File: config.mk
export PLATFORM = sky130hd
export DESIGN_NAME = tx_sched
export DESIGN_NICKNAME = d
export VERILOG_FILES = /design/src/rtl/tx_sched_pkg.sv /design/src/rtl/tx_sched_rr_arbiter.sv /design/src/rtl/tx_sched.sv
export SDC_FILE = /design/constraint.sdc
export NUM_CORES = 1
export LEC_CHECK = 0
export BUFFER_PORTS_ARGS = -buffer_cell sky130_fd_sc_hd__buf_2
export CAP_MARGIN = 20
export CORE_AREA = 2 2 87 89
export CTS_BUF_LIST = sky130_fd_sc_hd__clkbuf_2
export DETAILED_ROUTE_END_ITERATION = 10
export DIE_AREA = 0 0 89 91
export SLEW_MARGIN = 20
export SYNTH_ARGS = -nofsm -noshare
export SYNTH_HDL_FRONTEND = slang
export SYNTH_HIERARCHICAL = 1
export SYNTH_SLANG_ARGS = --single-unit
File: constraint.sdc
create_clock -name clk -period 3.62 [get_ports clk]
set_input_delay 0.543 -clock clk [delete_from_list [all_inputs] [get_ports clk]]
set_output_delay 0.543 -clock clk [all_outputs]
set_load 0.02 [all_outputs]
File: src/rtl/tx_sched_pkg.sv
// ============================================================================
// tx_sched_pkg : shared types and width helpers for the transmit scheduler
// Revision     : 1.0
// ============================================================================
`default_nettype none

package tx_sched_pkg;

  localparam int BYTE_W_DEF = 8;

  typedef enum logic [1:0] {
    IDLE   = 2'd0,
    START  = 2'd1,
    SHIFT  = 2'd2,
    COMMIT = 2'd3
  } state_e;

  // Counter/pointer width able to hold 0..n-1; never narrower than one bit.
  function automatic int cnt_w(input int n);
    return (n > 2) ? $clog2(n) : 1;
  endfunction

endpackage

`default_nettype wire

File: src/rtl/tx_sched_rr_arbiter.sv
// ============================================================================
// rr_arbiter : combinational round-robin search, first set request at or
//              above the pointer (with wrap) wins
// Revision   : 1.0
// ============================================================================
`default_nettype none

module rr_arbiter
  import tx_sched_pkg::*;
#(
  parameter int NUM_REQ = 4,
  parameter int PTR_W   = cnt_w(NUM_REQ)
) (
  input  logic [NUM_REQ-1:0] req_i,
  input  logic [PTR_W-1:0]   ptr_i,
  output logic [NUM_REQ-1:0] gnt_o,
  output logic               valid_o
);

  localparam logic [PTR_W:0] C_NREQ = (PTR_W+1)'(NUM_REQ);

  logic [PTR_W:0] pos_w;

  always_comb begin
    gnt_o   = '0;
    valid_o = 1'b0;
    pos_w   = '0;
    for (int k = 0; k < NUM_REQ; k++) begin
      pos_w = {1'b0, ptr_i} + (PTR_W+1)'(k);
      if (pos_w >= C_NREQ) pos_w = pos_w - C_NREQ;
      if (!valid_o && req_i[pos_w[PTR_W-1:0]]) begin
        gnt_o[pos_w[PTR_W-1:0]] = 1'b1;
        valid_o                 = 1'b1;
      end
    end
  end

endmodule

`default_nettype wire

File: src/rtl/tx_sched.sv
// ============================================================================
// tx_sched : round-robin scheduler feeding one serial transmit fsm,
//            start strobe, MSB-first bit stream, commit with timeout
// Revision : 1.0
// ============================================================================
`default_nettype none

module tx_sched
  import tx_sched_pkg::*;
#(
  parameter int NUM_REQ = 4,
  parameter int BYTE_W  = BYTE_W_DEF,
  parameter int TIMEOUT = 64
) (
  input  logic                      clk,
  input  logic                      nrst,
  input  logic [NUM_REQ-1:0]        req,
  input  logic [NUM_REQ*BYTE_W-1:0] req_data,
  output logic [NUM_REQ-1:0]        ack,
  output logic [NUM_REQ-1:0]        err,
  output logic                      busy,
  input  logic                      transmit_ready,
  input  logic                      success,
  output logic                      tx_ctrl,
  output logic                      bit_out,
  output logic                      ready_signal
);

  localparam int PTR_W = cnt_w(NUM_REQ);
  localparam int BC_W  = cnt_w(BYTE_W);
  localparam int TC_W  = cnt_w(TIMEOUT);

  state_e               state_q, state_d;
  logic [PTR_W-1:0]     ptr_q, ptr_d, gidx_q, gidx_d;
  logic [NUM_REQ-1:0]   gnt_q, gnt_d, ack_q, ack_d, err_q, err_d;
  logic [BYTE_W-1:0]    shift_q, shift_d;
  logic [BC_W-1:0]      bcnt_q, bcnt_d;
  logic [TC_W-1:0]      tcnt_q, tcnt_d;
  logic                 tx_ctrl_q, tx_ctrl_d, bit_out_q, bit_out_d;
  logic                 ready_q, ready_d, busy_q, busy_d;

  logic [NUM_REQ-1:0]   arb_gnt;
  logic                 arb_valid;
  logic [PTR_W-1:0]     arb_idx;
  logic [BYTE_W-1:0]    arb_byte;
  logic                 last_bit, timed_out, launch;
  logic [PTR_W-1:0]     ptr_next;

  rr_arbiter #(.NUM_REQ(NUM_REQ), .PTR_W(PTR_W)) u_arb (
    .req_i   (req),
    .ptr_i   (ptr_q),
    .gnt_o   (arb_gnt),
    .valid_o (arb_valid)
  );

  always_comb begin
    arb_idx  = '0;
    arb_byte = '0;
    for (int i = 0; i < NUM_REQ; i++) begin
      if (arb_gnt[i]) begin
        arb_idx  = arb_idx | PTR_W'(i);
        arb_byte = arb_byte | req_data[i*BYTE_W +: BYTE_W];
      end
    end
  end

  assign launch    = transmit_ready && arb_valid;
  assign last_bit  = (bcnt_q == BC_W'(BYTE_W-1));
  assign timed_out = (tcnt_q == TC_W'(TIMEOUT-1));
  assign ptr_next  = (gidx_q == PTR_W'(NUM_REQ-1)) ? '0 : gidx_q + PTR_W'(1);

  always_ff @(posedge clk or negedge nrst) begin
    if (!nrst) begin
      state_q   <= IDLE;
      ptr_q     <= '0;
      gidx_q    <= '0;
      gnt_q     <= '0;
      shift_q   <= '0;
      bcnt_q    <= '0;
      tcnt_q    <= '0;
      ack_q     <= '0;
      err_q     <= '0;
      tx_ctrl_q <= 1'b0;
      bit_out_q <= 1'b0;
      ready_q   <= 1'b1;
      busy_q    <= 1'b0;
    end else begin
      state_q   <= state_d;
      ptr_q     <= ptr_d;
      gidx_q    <= gidx_d;
      gnt_q     <= gnt_d;
      shift_q   <= shift_d;
      bcnt_q    <= bcnt_d;
      tcnt_q    <= tcnt_d;
      ack_q     <= ack_d;
      err_q     <= err_d;
      tx_ctrl_q <= tx_ctrl_d;
      bit_out_q <= bit_out_d;
      ready_q   <= ready_d;
      busy_q    <= busy_d;
    end
  end

  always_comb begin
    state_d = state_q;
    case (state_q)
      IDLE:    if (launch) state_d = START;
      START:   state_d = SHIFT;
      SHIFT:   if (last_bit) state_d = COMMIT;
      COMMIT:  if (success || timed_out) state_d = IDLE;
      default: state_d = IDLE;
    endcase
  end

  // Output registers are loaded from the next state so they line up with state_q.
  always_comb begin
    ptr_d     = ptr_q;
    gidx_d    = gidx_q;
    gnt_d     = gnt_q;
    shift_d   = shift_q;
    bcnt_d    = '0;
    tcnt_d    = '0;
    ack_d     = '0;
    err_d     = '0;
    bit_out_d = 1'b0;
    tx_ctrl_d = (state_d == START);
    ready_d   = !((state_d == START) || (state_d == SHIFT));
    busy_d    = (state_d != IDLE);
    case (state_q)
      IDLE: begin
        if (launch) begin
          gnt_d   = arb_gnt;
          gidx_d  = arb_idx;
          shift_d = arb_byte;
        end
      end
      START: begin
        bit_out_d = shift_q[BYTE_W-1];
        shift_d   = {shift_q[BYTE_W-2:0], 1'b0};
      end
      SHIFT: begin
        bcnt_d = bcnt_q + BC_W'(1);
        if (!last_bit) begin
          bit_out_d = shift_q[BYTE_W-1];
          shift_d   = {shift_q[BYTE_W-2:0], 1'b0};
        end
      end
      COMMIT: begin
        tcnt_d = tcnt_q + TC_W'(1);
        if (success) begin
          ack_d = gnt_q;
          ptr_d = ptr_next;
        end else if (timed_out) begin
          err_d = gnt_q;
          ptr_d = ptr_next;
        end
      end
      default: ;
    endcase
  end

  assign ack          = ack_q;
  assign err          = err_q;
  assign busy         = busy_q;
  assign tx_ctrl      = tx_ctrl_q;
  assign bit_out      = bit_out_q;
  assign ready_signal = ready_q;

endmodule

`default_nettype wire

# Yosys cells after proc, flatten, opt, wreduce, memory -nomap -nowiden
# Cells that the tools add are included.
totals:
  register_bits: 39
  in_bits: 40
  wordCells: 126
op_classes:
  n_addsub: 10
  magnitude_cmp: 12
  eq_ne: 10
  muxes: 54
  bitwise_logic: 6
  n_reduce_logical: 21
ops:
  columns: ["operator", "count"]
  rows:
  - ["8-bit two-way mux", 6]
  - ["4-bit two-way mux", 9]
  - ["2-bit two-way mux", 12]
  - ["8-bit bitwise OR", 3]
  - ["8-bit one-hot mux with 3 select lines", 1]
  - ["1-bit two-way mux", 14]
  - ["2-bit by 3-bit less-than comparator with 1-bit output, second input constant", 4]
  - ["4-bit bitwise OR", 3]
  - ["3-bit >= comparator, second input constant", 3]
  - ["1-bit binary-select mux with 2-bit select", 4]
  - ["1-bit demux with 2-bit select", 4]
  - ["2-bit == test, second input constant", 4]
  - ["2-bit by 1-bit >= comparator with 1-bit output, second input constant", 4]
  - ["1-bit logical AND", 8]
  - ["2-bit one-hot mux with 4 select lines", 1]
  - ["2-bit by 1-bit subtractor with 2-bit output, second input constant", 4]
  - ["2-bit by 2-bit adder with 3-bit output, second input constant", 2]
  - ["6-bit by 1-bit adder with 6-bit output, second input constant", 1]
  - ["6-bit == test, second input constant", 1]
  - ["6-bit two-way mux", 1]
  - ["2-bit by 1-bit == test with 1-bit output, second input constant", 2]
  - ["1-bit zero test", 4]
  - ["2-bit != test, second input constant", 2]
  - ["2-bit AND reduction", 2]
  - ["other kinds (12)", 14]

# Depth between registers and ports, before layout
depth:
  depth_word: 23
  mapped_depth: 13
  ltp_nobuf: 10

# By module
# Netlist, hierarchy kept.
modules_own_cells:
  columns: ["mod", "n_inst", "cells_per_inst", "area_each_um2"]
  rows:
  - ["tx_sched", 1, 168, 1841.8]
  - ["rr_arbiter", 1, 62, 508.0]

# Least setup slack after synthesis
# No wires, ideal clock.
synth_timing:
  kind: "register -> register"
  start: "reg ptr_q[0]"
  end: "reg shift_q[0]"
  setup_ns: 0.135
  arrival_ns: 2.561
  setup_slack_ns: 0.924
  stages_incl_launch_ff: 13
  n_path_buf: 3
  period_less_slack_ns: 2.696
  cell_sequence: "dfrtp_1 > buf_6 > inv_1 > ha_1 > buf_2 > mux2_2 > and3_1 > a2111oi_2 > o2bb2ai_1 > buf_2 > a22o_1 > a221oi_1 > o31ai_1"
synth_via:
  elab_chain_len: 23
  word_cells_on_any_way: 72
  cone_classes: "add/sub: 7; order compare: 12; eq/ne: 1; mux: 34; bitwise: 6; reduce/logical: 12"
synth_lines:
  columns: ["element", "line", "source"]
  rows:
  - ["from (decl)", "tx_sched.sv:34", "logic [PTR_W-1:0] ptr_q, ptr_d, gidx_q, gidx_d;"]
  - ["from (signal assigned)", "tx_sched.sv:89", "ptr_q <= ptr_d;"]
  - ["branches (longest 13 deep; another with 2-bit by 1-bit adder with 3-bit output)", null, null]
  - ["4-bit two-way mux *", "tx_sched_rr_arbiter.sv:31", "if (!valid_o && req_i[pos_w[PTR_W-1:0]]) begin"]
  - ["net arb_gnt[0]", "tx_sched.sv:42", "logic [NUM_REQ-1:0] arb_gnt;"]
  - ["8-bit two-way mux *", "tx_sched.sv:60", "if (arb_gnt[i]) begin"]
  - ["8-bit bitwise OR", "tx_sched.sv:62", "arb_byte = arb_byte | req_data[i*BYTE_W +: BYTE_W];"]
  - ["8-bit two-way mux *", "tx_sched.sv:60", null]
  - ["8-bit bitwise OR", "tx_sched.sv:62", null]
  - ["8-bit two-way mux *", "tx_sched.sv:60", null]
  - ["8-bit bitwise OR", "tx_sched.sv:62", null]
  - ["8-bit two-way mux *", "tx_sched.sv:60", null]
  - ["8-bit two-way mux *", "tx_sched.sv:131", "if (launch) begin"]
  - ["8-bit one-hot mux with 3 select lines *", "tx_sched.sv:129", "case (state_q)"]
  - ["to (signal assigned)", "tx_sched.sv:92", "shift_q <= shift_d;"]
  - ["to (decl)", "tx_sched.sv:36", "logic [BYTE_W-1:0] shift_q, shift_d;"]
# Mark *: on every way through the listed nets, which the timed path passes. The select of a mux whose other input is x is not followed.
# A chain may end at the register's enable or synchronous reset.

# Final worst setup path
layout_timing:
  start: "reg ptr_q[1]"
  end: "reg shift_q[0]"
# The elaborated chain is that of the path after synthesis.

==> results.json <==
{
  "outcome": "finished, final reports clean",
  "syn-cell-area_mm2": 0.00235,
  "synth_nets": 287,
  "rsz0062_at_grt": "false",
  "slew_viol_final": 0,
  "ios": 52,
  "portBuffers": 51,
  "power_leakage_uw": 0.00135,
  "dp.cells": 370,
  "htreeDepth": 2,
  "fin_nets": 335,
  "postSynth.asyncResetShare_pct": 100,
  "critPathArrivalTime_ns": 3.60,
  "clock_path_buffers": 2,
  "peakVddDrop_mv": 0.436,
  "grt_overflow": 0,
  "path_max_fanout": 10,
  "period_minus_slack_ns": 3.27,
  "max_freq_mhz": 305,
  "grt_pass1_wl_um": 8630,
  "drtIter0Drc": 77,
  "n_antenna_cell": 0,
  "drive_gt1_share_pct": 29.4,
  "ys_ff_latch": 39,
  "dr.pass1.iters": 4,
  "coreArea_mm2": 0.00714,
  "hold_buffers": 0,
  "clock_skew_ns": 0.0168,
  "synthFlopType": "dfrtp_1",
  "cp-start-kind": "flop",
  "die_h_um": 91,
  "cts_resized": 0,
  "grt_max_degree": 40,
  "clk_pin_slew_worst_paths_ns": 0.22,
  "cts-root-buf": "clkbuf_2",
  "place_congestion": 0.940,
  "syn2layout_area_growth_pct": 16.9,
  "setup_viol": 0,
  "viasPerCell": 4.93,
  "drc": 0,
  "worst_slew_pin_slew_ns": 0.885,
  "power_density_mw_per_mm2": 806,
  "hp-class": "primary input to asynchronous set/reset pin",
  "relSlewSlack_pct": 41.0,
  "avgSynthCellArea_um2": 10.2,
  "clk_latency_ns": 0.40,
  "die_area_mm2": 0.00810,
  "clock_sinks": 39,
  "die_x_um": 89,
  "fin_tns_setup_ns": 0,
  "grt_util_all_layers_pct": 13.4,
  "crit_required_ns": 3.94,
  "ant_nets": 0,
  "tritoncts": "built",
  "synth_edf_count": 0,
  "path_class": "flop to flop",
  "drv_cap": 0,
  "yosysWarnings": 6,
  "grt_pass1_vias": 1863,
  "seq_area_frac_synth_pct": 41.6,
  "rows": 31,
  "synth_cells": 230,
  "fin_crit_sh_pct": 90.5,
  "wl_per_cell_um": 13.8,
  "worstSetupEndpointType": "flop",
  "cts_buffers": 5,
  "start_util_pct": 32.9,
  "via_count": 1862,
  "antenna_found_initial": 0,
  "wl_um": 5230,
  "post_cts_buffers": 0,
  "final_cells": 378,
  "synth.distinct_cells": 49,
  "hpwl_um": 3830,
  "timing.final.hold_violations": 0
}
-- area by class of cell --
type                       instances  area, µm²
multi-input combinational        170       1270
sequential                        39        977
clock inverter                     3       43.8
inverter                           8       30.0
clock buffer                       5       25.0
fill                             780       4390
tap                               99        124
timing repair buffer              54        278
-- flip-flops by register name, summed over array words and instances, names as in the netlist --
name	cells
err	4
ready_signal	1
gnt_q	4
tcnt_q	6
bcnt_q	3
ptr_q	2
bit_out	1
tx_ctrl	1
state_q	2
busy	1
gidx_q	2
shift_q	8
ack	4
-- critical path, stage by stage, from the launching register on --
cell	delay, ns
dfrtp_1	0.64
inv_1	0.15
ha_1	0.44
mux2i_1	0.42
mux2_2	0.30
a2111oi_2	0.08
o2bb2ai_1	0.62
a22o_1	0.26
a221oi_1	0.05
o31ai_1	0.25
-- power breakdown --
| group | total, µW | internal, µW | switching, µW |
|---|---|---|---|
| Clock | 270 | 117 | 153 |
| Sequential | 676 | 577 | 99.1 |
| Combinational | 1270 | 539 | 729 |
-- metal layers --
| metal | global-route usage (%) | vias to the layer above | part of all wire, % |
|---|---|---|---|
| met4 | 4.10 | 0 | 1.2 |
| met1 | 18.1 | 888 | 48 |
| met5 | 0 | - | 0 |
| met3 | 2.55 | 6 | 4.2 |
| li1 | - | 929 | - |
| met2 | 21.4 | 39 | 47 |
-- synthesized netlist by cell type, types with 4 or more instances --
| cell | number | share of area, % |
|---|---|---|
| nand2b_1 | 5 | 1.3 |
| nor2_1 | 12 | 1.9 |
| nand3_1 | 6 | 1.3 |
| inv_1 | 8 | 1.3 |
| ha_1 | 17 | 9.1 |
| o2bb2ai_1 | 4 | 1.5 |
| o21ai_1 | 5 | 1.1 |
| clkbuf_1 | 4 | 0.64 |
| o22ai_1 | 6 | 1.6 |
| a21oi_1 | 16 | 3.4 |
| nand2_1 | 16 | 2.6 |
| dfrtp_1 | 38 | 40 |
| mux2_2 | 7 | 3.4 |
| and2_1 | 11 | 2.9 |
| mux2i_1 | 6 | 2.6 |
| a22oi_1 | 14 | 4.5 |
| buf_2 | 7 | 1.5 |
| and3_1 | 6 | 1.6 |
-- path summary, 6_finish.rpt --
path	from	cells after the start	slack [ns]	endpoint
setup / recovery	ptr_q[1]	9	0.35	shift_q[0]
hold / removal	nrst	1	0.22	bit_out
setup reg to reg	ptr_q[1]	9	0.35	shift_q[0]
hold reg to reg	bcnt_q[0]	1	0.45	bcnt_q[0]
max in group asynchronous	nrst	1	2.83	tcnt_q[3]
min in group clk	success	2	0.44	ack[2]
-- logic make-up (layout without fill, tap and decap cells) --
family                   Yosys count  count (layout)  synth area share [%]
XOR/XNOR                           4               4                  1.49
AO/OA/AOI/OAI                     66              66                  20.0
flip-flops                        39              39                  41.6
AND/OR/NAND/NOR                   67              67                  15.3
buffers and inverters             21              70                  4.37
multiplexers                      16              16                  8.15
adder cells (fa/ha/maj)           17              17                  9.05
-- through the flow --
step | hold WS, ns | setup slack [ns] | utilization, % | instance area, µm² | power (µW)
after CTS | 0.223 | 0.321 | 38.5 | 2750 | 2240
after floorplan | 0.247 | 0.924 | - | 2350 | 1680
final | 0.221 | 0.345 | 38.5 | 2750 | 2210
after global placement | 0.423 | 0.482 | 37.5 | 2680 | 1940
after detailed placement | 0.426 | 0.365 | 37.5 | 2680 | 1960
after global routing | 0.242 | 0.0472 | 38.5 | 2750 | 2410
-- placed cells by master (no fill, tap or decap), types with 6 or more instances in the layout --
master / netlist / final
ha_1: 17 / 17
mux2i_1: 6 / 6
and3_1: 6 / 6
and2_1: 11 / 11
nand3_1: 6 / 6
a21oi_1: 16 / 16
nor2_1: 12 / 12
o22ai_1: 6 / 6
mux2_2: 7 / 7
inv_1: 8 / 8
buf_2: 7 / 51
a22oi_1: 14 / 14
dfrtp_1: 38 / 38
nand2_1: 16 / 16
No activity file was read; power rests on OpenSTA's default activity.
